File: src/rtl/approx_mul_pkg.sv
`default_nettype none
// ============================================================================
//  Module      : approx_mul_pkg
//  Description : Shared types and helpers for the iterative approximate
//                multiplier (state encoding, mode values, column mask).
//  Revision    : 1.0 - initial release
// ============================================================================
package approx_mul_pkg;

    typedef enum logic [1:0] {
        IDLE = 2'd0,
        BUSY = 2'd1,
        DONE = 2'd2
    } state_t;

    localparam logic MODE_EXACT = 1'b0;
    localparam logic MODE_APX   = 1'b1;

    localparam int MASK_MAX = 128;

    // Keep-mask: bit i is set when column i survives truncation.
    function automatic logic [MASK_MAX-1:0] col_keep_mask(input int trunc, input int width);
        logic [MASK_MAX-1:0] m;
        m = '0;
        for (int i = 0; i < MASK_MAX; i++) begin
            if ((i >= trunc) && (i < width)) m[i] = 1'b1;
        end
        return m;
    endfunction

endpackage
`default_nettype wire

File: src/rtl/approx_pp_row.sv
`default_nettype none
// ============================================================================
//  Module      : approx_pp_row
//  Description : Combinational generator of one shifted partial-product row,
//                both unmasked and column-truncated.
//  Revision    : 1.0 - initial release
// ============================================================================
module approx_pp_row
    import approx_mul_pkg::*;
#(
    parameter int WIDTH = 4,
    parameter int TRUNC = 2,
    parameter int CNT_W = 2
) (
    input  logic [WIDTH-1:0]   i_a,
    input  logic               i_b_bit,
    input  logic [CNT_W-1:0]   i_cnt,
    input  logic               i_mode,
    output logic [2*WIDTH-1:0] o_row_exact,
    output logic [2*WIDTH-1:0] o_row_apx
);

    localparam logic [MASK_MAX-1:0] c_keep_full = col_keep_mask(TRUNC, 2*WIDTH);
    localparam logic [2*WIDTH-1:0]  c_keep      = c_keep_full[2*WIDTH-1:0];

    logic [2*WIDTH-1:0] w_ext;

    assign w_ext       = {{WIDTH{1'b0}}, i_a};
    assign o_row_exact = i_b_bit ? (w_ext << i_cnt) : '0;
    assign o_row_apx   = (i_mode == MODE_APX) ? (o_row_exact & c_keep) : o_row_exact;

endmodule
`default_nettype wire

File: src/rtl/approx_mul_iter.sv
`default_nettype none
// ============================================================================
//  Module      : approx_mul_iter
//  Description : Iterative WIDTHxWIDTH unsigned multiplier, one row per cycle,
//                with truncated approximate mode and exact shadow error flag.
//  Revision    : 1.0 - initial release
// ============================================================================
module approx_mul_iter
    import approx_mul_pkg::*;
#(
    parameter int WIDTH      = 4,
    parameter int TRUNC      = 2,
    parameter int ET         = 2,
    parameter int EARLY_TERM = 1
) (
    input  logic               clk,
    input  logic               rst,
    input  logic               in_valid,
    output logic               in_ready,
    input  logic [WIDTH-1:0]   in_a,
    input  logic [WIDTH-1:0]   in_b,
    input  logic               in_mode,
    output logic               out_valid,
    input  logic               out_ready,
    output logic [2*WIDTH-1:0] out_prod,
    output logic               out_err,
    output logic [2*WIDTH-1:0] out_diff
);

    localparam int              CNT_W = (WIDTH > 2) ? $clog2(WIDTH) : 1;
    localparam int              PW    = 2 * WIDTH;
    localparam logic [PW-1:0]   c_et  = PW'(ET);

    state_t             r_state;
    state_t             w_state_next;
    logic [WIDTH-1:0]   r_a;
    logic [WIDTH-1:0]   r_b;
    logic               r_mode;
    logic [CNT_W-1:0]   r_cnt;
    logic [PW-1:0]      r_acc_exact;
    logic [PW-1:0]      r_acc_apx;
    logic [PW-1:0]      w_row_exact;
    logic [PW-1:0]      w_row_apx;
    logic [PW-1:0]      w_diff;
    logic [WIDTH-1:0]   w_b_upper;
    logic               w_last;

    approx_pp_row #(
        .WIDTH (WIDTH),
        .TRUNC (TRUNC),
        .CNT_W (CNT_W)
    ) u_pp_row (
        .i_a         (r_a),
        .i_b_bit     (r_b[r_cnt]),
        .i_cnt       (r_cnt),
        .i_mode      (r_mode),
        .o_row_exact (w_row_exact),
        .o_row_apx   (w_row_apx)
    );

    // Extra counter bit keeps cnt+1 from wrapping when WIDTH is a power of two.
    assign w_b_upper = r_b >> ({1'b0, r_cnt} + 1'b1);
    assign w_last    = (r_cnt == CNT_W'(WIDTH-1)) ||
                       ((EARLY_TERM != 0) && (w_b_upper == '0));
    assign w_diff    = r_acc_exact - r_acc_apx;

    always_ff @(posedge clk or posedge rst) begin
        if (rst) begin
            r_state <= IDLE;
        end else begin
            r_state <= w_state_next;
        end
    end

    always_comb begin
        w_state_next = r_state;
        in_ready     = 1'b0;
        out_valid    = 1'b0;
        out_prod     = '0;
        out_diff     = '0;
        out_err      = 1'b0;
        case (r_state)
            IDLE: begin
                in_ready = 1'b1;
                if (in_valid) w_state_next = BUSY;
            end
            BUSY: begin
                if (w_last) w_state_next = DONE;
            end
            DONE: begin
                out_valid = 1'b1;
                out_prod  = r_acc_apx;
                out_diff  = w_diff;
                out_err   = (w_diff > c_et);
                if (out_ready) w_state_next = IDLE;
            end
            default: w_state_next = IDLE;
        endcase
    end

    always_ff @(posedge clk or posedge rst) begin
        if (rst) begin
            r_a         <= '0;
            r_b         <= '0;
            r_mode      <= MODE_EXACT;
            r_cnt       <= '0;
            r_acc_exact <= '0;
            r_acc_apx   <= '0;
        end else if ((r_state == IDLE) && in_valid) begin
            r_a         <= in_a;
            r_b         <= in_b;
            r_mode      <= in_mode;
            r_cnt       <= '0;
            r_acc_exact <= '0;
            r_acc_apx   <= '0;
        end else if (r_state == BUSY) begin
            r_acc_exact <= r_acc_exact + w_row_exact;
            r_acc_apx   <= r_acc_apx + w_row_apx;
            r_cnt       <= r_cnt + 1'b1;
        end
    end

endmodule
`default_nettype wire

File: config.mk
export PLATFORM = sky130hd
export DESIGN_NAME = approx_mul_iter
export DESIGN_NICKNAME = d
export VERILOG_FILES = /design/src/rtl/approx_mul_pkg.sv /design/src/rtl/approx_pp_row.sv /design/src/rtl/approx_mul_iter.sv
export SDC_FILE = /design/constraint.sdc
export NUM_CORES = 1
export LEC_CHECK = 0
export CORE_UTILIZATION = 59
export CTS_BUF_LIST = sky130_fd_sc_hd__clkbuf_8 sky130_fd_sc_hd__clkbuf_16
export CTS_CLUSTER_DIAMETER = 100
export DETAILED_ROUTE_END_ITERATION = 6
export PLACE_DENSITY_LB_ADDON = 0.08
export SYNTH_ARGS = -nofsm -noshare
export SYNTH_HDL_FRONTEND = slang
export SYNTH_SLANG_ARGS = --single-unit
File: constraint.sdc
create_clock -name clk -period 8.4 [get_ports clk]
set_clock_uncertainty 0.2 [all_clocks]
set_input_delay 2.52 -clock clk [delete_from_list [all_inputs] [get_ports clk]]
set_output_delay 2.52 -clock clk [all_outputs]
set_load 0.005 [all_outputs]
==> impl_metrics.env <==
export IMPL_status="completed"
export IMPL_synth_top_area_cell="dfrtp_1"
export IMPL_end_kind="output port"
export IMPL_grt_max_degree=30
export IMPL_routed_via_density=5.73
export IMPL_ys_warn_count=0
export IMPL_dieWidth_um=64.4
export IMPL_cts_hold_buf=0
export IMPL_netSwitchingPower_mw=0.437
export IMPL_fmax_mhz=183
export IMPL_seq_power_share_pct=26.9
export IMPL_p_clk_share_pct=10.8
export IMPL_crit_fanout=3
export IMPL_design_area_um2=2730
export IMPL_post_dp_hpwl_mm=3.57
export IMPL_synth_top_cell_area_share_pct=31.6
export IMPL_dieArea_um2=4150
export IMPL_async_reset_ff_share_pct=100
export IMPL_dr_total_vias=1948
export IMPL_clk_latency_ns=0.28
export IMPL_gr_usage_all_layers_pct=26.1
export IMPL_rows=22
export IMPL_grt_pass1_vias=1849
export IMPL_cpMostUsedCell="inv_1"
export IMPL_powerDensity_nw_per_um2=359
export IMPL_final_hold_viol_count=0
export IMPL_cts_root_buffer="clkbuf_8"
export IMPL_post_cts_buffers=0
export IMPL_setup_violations=0
export IMPL_worstPathRequired_ns=5.68
export IMPL_r2r_setup_slack_ns=5.52
export IMPL_htreeDepth=2
export IMPL_finalCritPeriodShare_pct=65.1
export IMPL_post_drt_wl_per_cell_um=13.8
export IMPL_totalWireLength_mm=4.68
export IMPL_cts_max_path_buffers=2
export IMPL_setup_tns_ns=0
export IMPL_yosys_top_cells_count="dfrtp_1 (29), nor2_1 (25), nand2_1 (24)"
export IMPL_crit_chain="inv_1, ha_1, inv_1, fa_1, a211oi_2, o21bai_1, a21oi_1, xnor2_1, o31a_1, clkdlybuf4s50_1"
export IMPL_start_util_pct=62.3
export IMPL_synth_area_um2=2300
export IMPL_syn_inst=259
export IMPL_ys_seq_area_share_pct=31.6
export IMPL_slew_headroom_pct=52.1
export IMPL_hold_path_class="reg -> reg"
export IMPL_ir_drop_mv=0.224
export IMPL_power_leakage_nw=1.21
export IMPL_grt_first_pass_wirelength_mm=8.27
export IMPL_timing_final_ws_setup_ns=2.93
export IMPL_critPathLaunchType="register"
export IMPL_postSynthAreaPerCell_um2=8.87
export IMPL_tritoncts="built"
export IMPL_dpl_cell_area_um2=2650
export IMPL_path_delay_family="compound AO/OA/AOI/OAI gates"
export IMPL_first_pass_iters=4
export IMPL_drive_gt1_share_pct=4.11
export IMPL_cts_buffers_inserted=5
export IMPL_drv_slew=0
export IMPL_drtAntennaViolNets=0
export IMPL_synth_seq_cells=29
export IMPL_n_antenna_cell=0
export IMPL_dp_slack_ns=3.22
export IMPL_coreArea_um2=3690
export IMPL_fin_util_pct=74.0
export IMPL_fin_crit_ns=5.47
export IMPL_clk_pin_slew_worst_paths_ns=0.06
export IMPL_cts_resized=0
export IMPL_grt_remaining_overflow=0
export IMPL_dominantRegCellSynth="dfrtp_1"
export IMPL_crit_slowest_cell="clkdlybuf4s50_1"
export IMPL_fin_nets=330
export IMPL_drc=0
export IMPL_cts_sinks=29
export IMPL_crit_arrival_ns=2.75
export IMPL_swShare_pct=44.6
export IMPL_worst_slew_pin_slew_ns=0.717
export IMPL_area_growth_pct=18.8
export IMPL_synth_most_common_cell="dfrtp_1"
export IMPL_combPwrFrac_pct=62.3
export IMPL_p_int_mw=0.542
export IMPL_ioPinCount=32
export IMPL_gp_congestion=0.786
export IMPL_drv_cap=0
export IMPL_die_height_um=64.4
export IMPL_drt_iter0_drc=61
export IMPL_syn_num_nets=298
export IMPL_path_buf_inv=3
export IMPL_whs_ns=0.317
export IMPL_critPathKind="reg -> out"
export IMPL_yosysUniqueCellTypes=50
export IMPL_synth_area_top_cells="dfrtp_1 (32%), ha_1 (13%), nor2_1 (4.1%)"
export IMPL_cpPeakStageDelay_ns=0.44
export IMPL_io_buffers=31
export IMPL_antenna_found_initial=0
export IMPL_synth_edff_count=0
export IMPL_rsz0062_at_grt="false"
[stage by stage]
step	power, mW	instances
2_1_floorplan	0.730	259
3_5_place_dp	0.872	332
3_3_place_gp	0.852	332
5_1_grt	1.08	340
6_report	0.979	340
4_1_cts	0.984	340
[area by class of cell]
cell class / count / area [µm²]
Timing Repair Buffer: 33 / 325
Clock inverter: 3 / 11.3
Clock buffer: 5 / 68.8
Multi-Input combinational cell: 202 / 1460
Sequential cell: 29 / 726
Tap cell: 48 / 60.1
Fill cell: 286 / 958
Inverter: 20 / 75.1
[layout by cell type, fill, tap and decap left out, types with 6 or more instances in the layout]
cell type	n
nand2_1	24
nor2b_1	7
mux2_1	7
xor2_1	6
and2_1	7
clkdlybuf4s50_1	31
o21ai_1	6
a21oi_1	8
o21ai_0	14
ha_1	23
dfrtp_1	29
o211ai_1	7
nor2_1	25
inv_1	23
xnor2_1	6
[cell families (layout without fill, tap and decap cells)]
group / after synthesis / in the layout / synth area share, %
AND/OR/NAND/NOR: 86 / 86 / 18.4
AO/OA/AOI/OAI: 65 / 65 / 18.8
flip-flops: 29 / 29 / 31.6
buffers and inverters: 28 / 61 / 4.68
adder cells (fa/ha/maj): 26 / 26 / 15.1
multiplexers: 13 / 13 / 6.75
XOR/XNOR: 12 / 12 / 4.58
[registers in the layout, indices dropped and copies added (netlist names)]
| name | count |
|---|---|
| r_acc_apx | 8 |
| r_acc_exact | 8 |
| r_a | 4 |
| r_b | 4 |
| r_cnt | 2 |
| r_state | 2 |
| r_mode | 1 |
[power by group through the flow]
stage | logic, mW | clock network [mW] | registers (mW)
6_report | 0.610 | 0.106 | 0.263
5_1_grt | 0.688 | 0.115 | 0.275
4_1_cts | 0.614 | 0.107 | 0.264
3_5_place_dp | 0.606 | 0 | 0.266
3_3_place_gp | 0.589 | 0 | 0.263
2_1_floorplan | 0.490 | 0 | 0.240
[path summary, 6_finish.rpt]
| check | end | cells past startpoint | from |
|---|---|---|---|
| setup / recovery | out_err | 10 | r_acc_exact[0] |
| hold / removal | r_b[0] | 1 | r_b[0] |
| setup reg to reg | r_acc_exact[6] | 8 | r_cnt[0] |
| hold reg to reg | r_b[0] | 1 | r_b[0] |
| max in group asynchronous | r_b[0] | 3 | rst |
| min in group asynchronous | r_acc_exact[0] | 3 | rst |
[layer usage]
metal / global-route usage, % / vias up / share of wire (%)
li1: - / 982 / -
met1: 31.0 / 910 / 44
met2: 47.0 / 48 / 51
met3: 5.36 / 8 / 3.7
met4: 7.22 / 0 / 1.4
met5: 0 / - / 0
(Power assumes the default switching activity.)
